## src/rtl/cond_pkg.sv

```systemverilog
// Shared definitions for the conditional-execution slice: flag layout and
// the ARM condition-code encoding.
package cond_pkg;

  localparam int FLAG_W = 4;

  localparam int FLAG_N = 3;
  localparam int FLAG_Z = 2;
  localparam int FLAG_C = 1;
  localparam int FLAG_V = 0;

  typedef enum logic [3:0] {
    COND_EQ = 4'b0000,
    COND_NE = 4'b0001,
    COND_CS = 4'b0010,
    COND_CC = 4'b0011,
    COND_MI = 4'b0100,
    COND_PL = 4'b0101,
    COND_VS = 4'b0110,
    COND_VC = 4'b0111,
    COND_HI = 4'b1000,
    COND_LS = 4'b1001,
    COND_GE = 4'b1010,
    COND_LT = 4'b1011,
    COND_GT = 4'b1100,
    COND_LE = 4'b1101,
    COND_AL = 4'b1110,
    COND_NV = 4'b1111
  } cond_e;

endpackage

```

## src/rtl/cond_check.sv

```systemverilog
// Combinational condition evaluator: decides whether an instruction with the
// given condition field passes against the stored (active-high) NZCV flags.
module cond_check
  import cond_pkg::*;
(
  input  logic [3:0]        cond,
  input  logic [FLAG_W-1:0] flags,
  output logic              condEx
);

  logic n_s;
  logic z_s;
  logic c_s;
  logic v_s;

  assign n_s = flags[FLAG_N];
  assign z_s = flags[FLAG_Z];
  assign c_s = flags[FLAG_C];
  assign v_s = flags[FLAG_V];

  // Condition-code decode against the stored flags
  always_comb begin
    condEx = 1'b0;
    case (cond_e'(cond))
      COND_EQ: condEx = z_s;
      COND_NE: condEx = ~z_s;
      COND_CS: condEx = c_s;
      COND_CC: condEx = ~c_s;
      COND_MI: condEx = n_s;
      COND_PL: condEx = ~n_s;
      COND_VS: condEx = v_s;
      COND_VC: condEx = ~v_s;
      COND_HI: condEx = c_s & ~z_s;
      COND_LS: condEx = ~c_s | z_s;
      COND_GE: condEx = (n_s == v_s);
      COND_LT: condEx = (n_s != v_s);
      COND_GT: condEx = ~z_s & (n_s == v_s);
      COND_LE: condEx = z_s | (n_s != v_s);
      COND_AL: condEx = 1'b1;
      COND_NV: condEx = 1'b0;
      default: condEx = 1'b0;
    endcase
  end

endmodule

```

## src/rtl/cond_logic.sv

```systemverilog
// Execute-stage conditional logic: holds the NZCV flag register and gates the
// branch / register-write / memory-write controls into the memory stage.
module cond_logic
  import cond_pkg::*;
#(
  parameter int FLAG_W = cond_pkg::FLAG_W
) (
  input  logic              clk,
  input  logic              rst,
  input  logic              valid_in,
  input  logic              stall,
  input  logic              flush,
  input  logic [3:0]        cond,
  input  logic [1:0]        flagW,
  input  logic [FLAG_W-1:0] aluFlags,
  input  logic              pcS,
  input  logic              regW,
  input  logic              memW,
  output logic              condEx,
  output logic [FLAG_W-1:0] flags,
  output logic              pcSrc_q,
  output logic              regWrite_q,
  output logic              memWrite_q
);

  logic [FLAG_W-1:0] flags_r;
  logic              pc_src_r;
  logic              reg_write_r;
  logic              mem_write_r;
  logic              cond_ex_s;
  logic              issue_s;
  logic              go_s;

  cond_check u_cond_check (
    .cond   (cond),
    .flags  (flags_r),
    .condEx (cond_ex_s)
  );

  // Controls may pass while stalled; flag writes additionally need !stall.
  assign issue_s = valid_in & cond_ex_s & ~flush;
  assign go_s    = issue_s & ~stall;

  // Flag register and memory-stage control registers
  always_ff @(posedge clk) begin
    if (rst) begin
      flags_r     <= {FLAG_W{1'b0}};
      pc_src_r    <= 1'b0;
      reg_write_r <= 1'b0;
      mem_write_r <= 1'b0;
    end else begin
      if (go_s && flagW[1]) begin
        flags_r[FLAG_N] <= ~aluFlags[FLAG_N];
        flags_r[FLAG_Z] <= ~aluFlags[FLAG_Z];
      end
      if (go_s && flagW[0]) begin
        flags_r[FLAG_C] <= ~aluFlags[FLAG_C];
        flags_r[FLAG_V] <= ~aluFlags[FLAG_V];
      end
      // Flush beats stall so a squashed instruction never reaches memory.
      if (flush) begin
        pc_src_r    <= 1'b0;
        reg_write_r <= 1'b0;
        mem_write_r <= 1'b0;
      end else if (!stall) begin
        pc_src_r    <= pcS  & issue_s;
        reg_write_r <= regW & issue_s;
        mem_write_r <= memW & issue_s;
      end
    end
  end

  assign condEx     = cond_ex_s;
  assign flags      = flags_r;
  assign pcSrc_q    = pc_src_r;
  assign regWrite_q = reg_write_r;
  assign memWrite_q = mem_write_r;

endmodule

```

## config.mk

```make
export PLATFORM = sky130hd
export DESIGN_NAME = cond_logic
export DESIGN_NICKNAME = d
export VERILOG_FILES = /design/src/rtl/cond_pkg.sv /design/src/rtl/cond_check.sv /design/src/rtl/cond_logic.sv
export SDC_FILE = /design/constraint.sdc
export NUM_CORES = 1
export LEC_CHECK = 0
export ABC_CLOCK_PERIOD_IN_PS = 3300
export CAP_MARGIN = 25
export CORE_MARGIN = 2
export CORE_UTILIZATION = 35
export DETAILED_ROUTE_END_ITERATION = 16
export PLACE_DENSITY = 0.71
export REMOVE_ABC_BUFFERS = 1
export SYNTH_ARGS = -nofsm -noshare
export SYNTH_HDL_FRONTEND = slang
export SYNTH_SLANG_ARGS = --single-unit
```

## constraint.sdc

```tcl
create_clock -name clk -period 3.3 [get_ports clk]
set_input_delay 0.99 -clock clk [delete_from_list [all_inputs] [get_ports clk]]
set_output_delay 0.99 -clock clk [all_outputs]
set_load 0.02 [all_outputs]
```

Word level (Yosys, flattened, before mapping)

Index checks and enable logic that the tools add are counted.

Bits in registers: 7
Input bits: 18
Output and inout bits: 8
Logic and storage cells: 47

Equal/unequal tests: 17
Muxes and demuxes: 1
Bitwise gates (word level): 20
Reductions and logical operators: 4

Operators with widths:

| cell                                                                   | count |
|---|---|
| 4-bit equality test (second input constant)                            | 8 |
| 4-bit by 3-bit equality test with 1-bit output (second input constant) | 4 |
| 1-bit one-hot mux with 16 select lines                                 | 1 |
| 1-bit inverter                                                         | 10 |
| 1-bit AND                                                              | 8 |
| 4-bit by 2-bit equality test with 1-bit output (second input constant) | 2 |
| 4-bit by 1-bit equality test with 1-bit output (second input constant) | 1 |
| 4-bit logical NOT                                                      | 1 |
| 1-bit logical AND                                                      | 2 |
| 1-bit bitwise OR                                                       | 2 |
| 2-bit OR reduction                                                     | 1 |
| 1-bit equality test                                                    | 1 |
| 1-bit inequality test                                                  | 1 |

Logic depth before layout (Yosys ltp)

Gate-level depths: netlist of the first run.

Depth in word-level cells: 7
Depth in mapped cells: 6
Depth with buffers taken out: 6

Modules after synthesis

From an unflattened synthesis of the first run, not the netlist that was laid out.

Cell total of the unflattened synthesis: 46
Area, all modules: 411.6 µm²

By module, submodules not included:

| module     | instances | cells an instance | area each (µm²) | sequential area each (µm²) |
|---|---|---|---|---|
| cond_logic | 1         | 23                | 256.5           | 140.1 |
| cond_check | 1         | 23                | 155.1           | 0.0 |

Worst setup path after synthesis of the first run

OpenSTA, ideal clock, no wires.

Path type: input to output
Start point: input cond[0]
End point: output condEx
Data arrival time: 2.185 ns
Data required time: 2.310 ns
Slack: 0.125 ns
Stages: 5
Buffers on the path: 0
Path through: or3_1 > nor2_1 > o221ai_2 > a31o_2 > a21oi_1

Word-level cells in the longest chain between the ends: 2
Elaborated cells on any way between the ends: 17
Classes of those cells: eq/ne (15); mux (1); reduce/logical (1)

Ends and longest elaborated chain:

| element                                           | RTL line         | source |
|---|---|---|
| start: declaration                                | cond_logic.sv:13 | `input logic [3:0] cond,` |
| 4-bit equality test, or another cell as far along | cond_check.sv:24 | `case (cond_e'(cond))` |
| 1-bit one-hot mux with 16 select lines *          | cond_check.sv:24 |  |
| end: declaration                                  | cond_logic.sv:19 | `output logic condEx,` |

Mark *: on every way between the ends. The rest lies on a longest branch, timed or not.

Worst setup path after layout of the first run

Ends and elaborated chain as after synthesis.

==> flow_metrics.tcl, run 1 <==
set metrics [dict create \
    path_cells "buf_2, or3_1, nor2_1, o221ai_2, a31o_2, a21oi_2, buf_4" \
    worstPathArrival_ns 2.22 \
    crit_start "cond[0]" \
    dr.pass1.iters 4 \
    setup_ws_ns 0.0862 \
    post-dp-hpwl_um 1120 \
    report.power.total_mw 0.235 \
    synth_warnings 0 \
    die_h_um 43.3 \
    place_area_um2 900 \
    rows 14 \
    area_growth_pct 73.4 \
    tns_ns 0 \
    drc 0 \
    crit_slowest_cell "or3_1" \
    hold_depth 2 \
    power_density_mw_per_mm2 250 \
    worst_ep_required_time_ns 2.31 \
    initial_core_util_pct 36.8 \
    syn-mean-instance-area_um2 8.47 \
    rsz0062_at_grt "false" \
    endpoint_kind "output pin" \
    synth_top_area_share_pct 25.9 \
    min_from "memWrite_q" \
    syn_area_um2 542 \
    vdd_drop_max_mv 0.217 \
    finalSetupViolCount 0 \
    max_stage_delay_ns 0.36 \
    hold_viol_final 0 \
    r2r-start "flags[2]" \
    rr_endpoint "flags[2]" \
    fin_worst_skew_ns 0.00124 \
    finalNonFillerCells 122 \
    clk_pin_slew_ns 0.05 \
    drive_gt1_share_pct 32.1 \
    syn_inst 64 \
    seq_area_frac_synth_pct 25.9 \
    viasPerCell 4.84 \
    gp_congestion 0.921 \
    die-area_mm2 0.00188 \
    period_needed_ns 3.21 \
    fmax_ghz 0.311 \
    clk_latency_ns 0.25 \
    wl_per_cell_um 11.0 \
    ant_nets 0 \
    ys_ff_latch 7 \
    grt.total_usage_pct 16.0 \
    cpLargestDelayFamily "compound AO/OA/AOI/OAI gates" \
    cts_tree "done" \
    p_leak_nw 0.386 \
    cts_num_sinks 7 \
    ys_types 26 \
    crit_path_start_kind "input pin" \
    status "complete, no violations" \
    drv_slew 0 \
    critPathKind "input pin to output pin" \
    grt_pass1_wl_um 2280 \
    hold-worst-slack_ns 0.457 \
    layout_commonest_cell "clkdlybuf4s50_1" \
    final_cell_mix "clkdlybuf4s50_1 (21), buf_4 (14), nor2_1 (7), dfxtp_1 (7)" \
    grt_max_degree 10 \
    cts_buffers 3 \
    reg2reg_depth 8 \
    clockRootBuffer "clkbuf_4" \
    ios 26 \
    grt_overflow_total 0 \
    drt_iter0_markers 12 \
    cp_max_fo 3 \
    pre_cts_slack_ns -0.734 \
    core_mm2 0.00147 \
    die_width_um 43.3 \
    min_path_type "flop to flop" \
    wl_um 1340 \
    worst_pin_slew_ns 0.364 \
    stdcell_area_um2 940 \
    path_buf_inv 2 \
    clk_path_buf_depth 2 \
    yosys.area.top_type "dfxtp_1" \
    synth.area.top_cells "dfxtp_1 (26%), mux2_1 (8.3%), a21oi_1 (5.5%)" \
    slew_headroom_pct 75.8 \
    vias 590 \
    placedCellCount 117 \
    r2r_slack_ns 1.17 \
    grt_pass1_vias 587 \
    post-route-util_pct 63.9 \
    portBuffers 25 \
    h-tree-depth 1 \
    min_to "memWrite_q" \
    antenna_found_initial 0 \
    final_nets 125 \
    finalCritPeriodShare_pct 97.4 \
    cap_viol_max_count 0 \
    diodes 0 \
]
==> synthesized netlist by cell type, drive strengths merged <==
master	instances
nor3	1
dfxtp	7
mux2i	1
xor2	1
o221ai	1
a31o	1
nand2	6
a311oi	1
a211oi	1
xnor2	1
o21ai	6
or3b	1
nand2b	1
o211ai	1
nor2	8
clkdlybuf4s18	1
a22oi	1
mux2	5
and2b	3
or2	1
or3	3
a21oi	6
inv	6
==> report_power, final <==
group,internal (mW),total [mW],switching (mW)
logic,0.0428,0.0717,0.0288
clock network,0.0461,0.0764,0.0304
registers,0.0859,0.0869,0.00108
==> routing by layer <==
layer  GRT usage, %  share of wire (%)  up-vias  wire [µm]
met1           19.8                 44      260        590
met4           10.9                2.5        0         34
met2           26.0                 49       18        651
li1               -                  -      308          -
met5              0                  0        -          0
met3           1.67                4.6        4         62
==> registers in the layout (all words and copies together), names as in the netlist <==
register	count
regWrite_q	1
memWrite_q	1
pcSrc_q	1
flags	4
==> worst register-to-register path, delay by kind of cell, from the launching register on <==
family          cells  cell delay [ns]
mux                 1             0.32
buf+inv             2             0.27
compound gates      3             0.61
flops               1             0.32
simple gates        2             0.50
==> kinds of logic (layout without fill, tap and decap cells) <==
kind of cell | Yosys count | after routing | share of synthesized area (%)
AOI/OAI and AO/OA | 18 | 18 | 28.2
and+or+nand+nor | 24 | 24 | 23.1
xor gates and xnor gates | 2 | 2 | 4.62
muxes | 6 | 6 | 12.2
DFF | 7 | 7 | 25.9
buffers and inverters | 7 | 49 | 6.00
==> worst max path at each step <==
stage	to	slack [ns]	depth (start not counted)
after floorplan	condEx	0.12	5
after global placement	condEx	-0.72	9
after detailed placement	condEx	-0.73	9
after CTS	condEx	0.008	7
after global routing	condEx	0.03	9
final	condEx	0.09	7
==> repair_timing <==
action,4_1_cts,5_1_grt
setup buffers,1,0
setup endpoints to repair,1,1
gates resized for setup,13,6
hold buffers,0,0
pin swaps,6,8
==> cell type report <==
class | instances | area, µm²
clock buffers | 4 | 26.3
fillers | 146 | 532
inverters | 6 | 22.5
multi-input cells | 50 | 384
flip-flops and latches | 7 | 140
well taps | 16 | 20.0
repair buffers | 39 | 347
(Power assumes the default switching activity.)
==> inputs of run 2 (changes only) <==
--- a/config.mk
+++ b/config.mk
@@ -8,9 +8,9 @@
 export ABC_CLOCK_PERIOD_IN_PS = 3300
 export CAP_MARGIN = 25
 export CORE_MARGIN = 2
-export CORE_UTILIZATION = 35
+export CORE_UTILIZATION = 39
 export DETAILED_ROUTE_END_ITERATION = 16
-export PLACE_DENSITY = 0.71
+export PLACE_DENSITY = 0.77
 export REMOVE_ABC_BUFFERS = 1
 export SYNTH_ARGS = -nofsm -noshare
 export SYNTH_HDL_FRONTEND = slang
==> run 2 against run 1 <==
Sequential share of layout area about the same. Non-clock buffer count increased by 1. Final area grew 0.13%. Maximum frequency rose by 0.13%. Sequential power is essentially flat. Via count increased by 3.7%. Hold slack lost 0.0052 ns. Count of clock-buffer cells in the layout unchanged. Register-to-register slack lost 0.10 ns. Highest routed layer unchanged.
==> flow_metrics.tcl, run 2 (same netlist as run 1, synthesis figures left out) <==
set metrics [dict create \
    power_density_mw_per_mm2 256 \
    hold-worst-slack_ns 0.452 \
    clk_pin_slew_ns 0.06 \
    vias 612 \
    ant_nets 0 \
    cts_buffers 3 \
    gp_congestion 0.704 \
    portBuffers 25 \
    vdd_drop_max_mv 0.195 \
    grt_pass1_wl_um 2370 \
    final_nets 126 \
    min_path_type "flop to flop" \
    tns_ns 0 \
    critPathKind "input pin to output pin" \
    diodes 0 \
    grt_busiest_layer "met2" \
    cts_tree "done" \
    core_mm2 0.00130 \
    grt_overflow_total 0 \
    drc 0 \
    worst_pin_slew_ns 0.362 \
    area_growth_pct 73.7 \
    hold_viol_final 0 \
    wl_um 1520 \
    grt.total_usage_pct 22.4 \
    finalNonFillerCells 122 \
    worst_ep_required_time_ns 2.31 \
    drv_slew 0 \
    grt_pass1_vias 620 \
    grt.met3_usage_pct 7.07 \
    initial_core_util_pct 41.6 \
    min_from "memWrite_q" \
    h-tree-depth 1 \
    dr.pass1.iters 4 \
    finalCritPeriodShare_pct 97.3 \
    drive_gt1_share_pct 32.7 \
    p_leak_nw 0.390 \
    r2r-start "flags[2]" \
    status "complete, no violations" \
    fmax_ghz 0.312 \
    clk_latency_ns 0.25 \
    worstPathArrival_ns 2.22 \
    slew_headroom_pct 75.9 \
    crit_start "cond[1]" \
    rows 13 \
    final_cell_mix "clkdlybuf4s50_1 (21), buf_4 (14), nor2_1 (7), dfxtp_1 (7)" \
    post-dp-hpwl_um 1250 \
    die_width_um 41.3 \
    finalSetupViolCount 0 \
    crit_path_start_kind "input pin" \
    report.power.total_mw 0.241 \
    ios 26 \
    period_needed_ns 3.21 \
    viasPerCell 5.02 \
    use_met2_pct 41.4 \
    wl_per_cell_um 12.5 \
    clk_path_buf_depth 2 \
    largest_reg_flops 4 \
    rsz0062_at_grt "false" \
    cap_viol_max_count 0 \
    clockRootBuffer "clkbuf_4" \
    endpoint_kind "output pin" \
    antenna_found_initial 0 \
    fin_worst_skew_ns 0.000480 \
    die_h_um 41.3 \
    layout_commonest_cell "clkdlybuf4s50_1" \
    placedCellCount 116 \
    die-area_mm2 0.00170 \
    cp_max_fo 4 \
    grt_max_degree 10 \
    drt_iter0_markers 8 \
    cts_num_sinks 7 \
    use_met1_pct 21.8 \
]
run 2: path summary, 6_finish.rpt:
check                                  end  slack, ns  depth (start not counted)
worst max-delay path                condEx       0.09                          7
worst min-delay path            memWrite_q       0.45                          2
worst max register to register    flags[3]       1.07                          8
worst min register to register  memWrite_q       0.45                          2
run 2: final cells by class:
cell class / count / area (µm²)
multi-input cells: 50 / 380
fillers: 113 / 360
repair buffers: 40 / 353
flip-flops and latches: 7 / 140
clock buffers: 4 / 26.3
inverters: 6 / 22.5
well taps: 15 / 18.8
run 2: stage by stage:
stage	setup WS, ns	area (µm²)	util [%]
2_1_floorplan	0.125	532	-
4_1_cts	0.00190	936	71.9
6_report	0.0904	941	72.3
3_3_place_gp	-0.699	898	69.0
5_1_grt	0.0136	941	72.3
3_5_place_dp	-0.756	898	69.0
run 2: power by group:
| group | internal [mW] | switching [mW] |
|---|---|---|
| registers | 0.0857 | 0.00138 |
| logic | 0.0443 | 0.0300 |
| clock network | 0.0463 | 0.0334 |
| total | 0.176 | 0.0648 |
run 2: timing repair:
action | CTS | global route
setup endpoints to repair | 1 | 1
resized for setup | 15 | 5
pin swaps | 6 | 4
hold buffers | 0 | 0
setup buffers | 1 | 1
run 2: layer usage:
layer / share of wire [%] / wire, µm / up-vias
li1: - / - / 308
met4: 0.86 / 13 / 0
met1: 42 / 636 / 288
met2: 53 / 809 / 14
met3: 4.0 / 61 / 2
met5: 0 / 0 / -
run 2: worst max-delay path: stages:
cell and delay [ns]:
buf_2 0.12, or3_1 0.37, nor2_2 0.13, o221ai_2 0.11
a31o_2 0.22, a21oi_2 0.13, buf_6 0.13
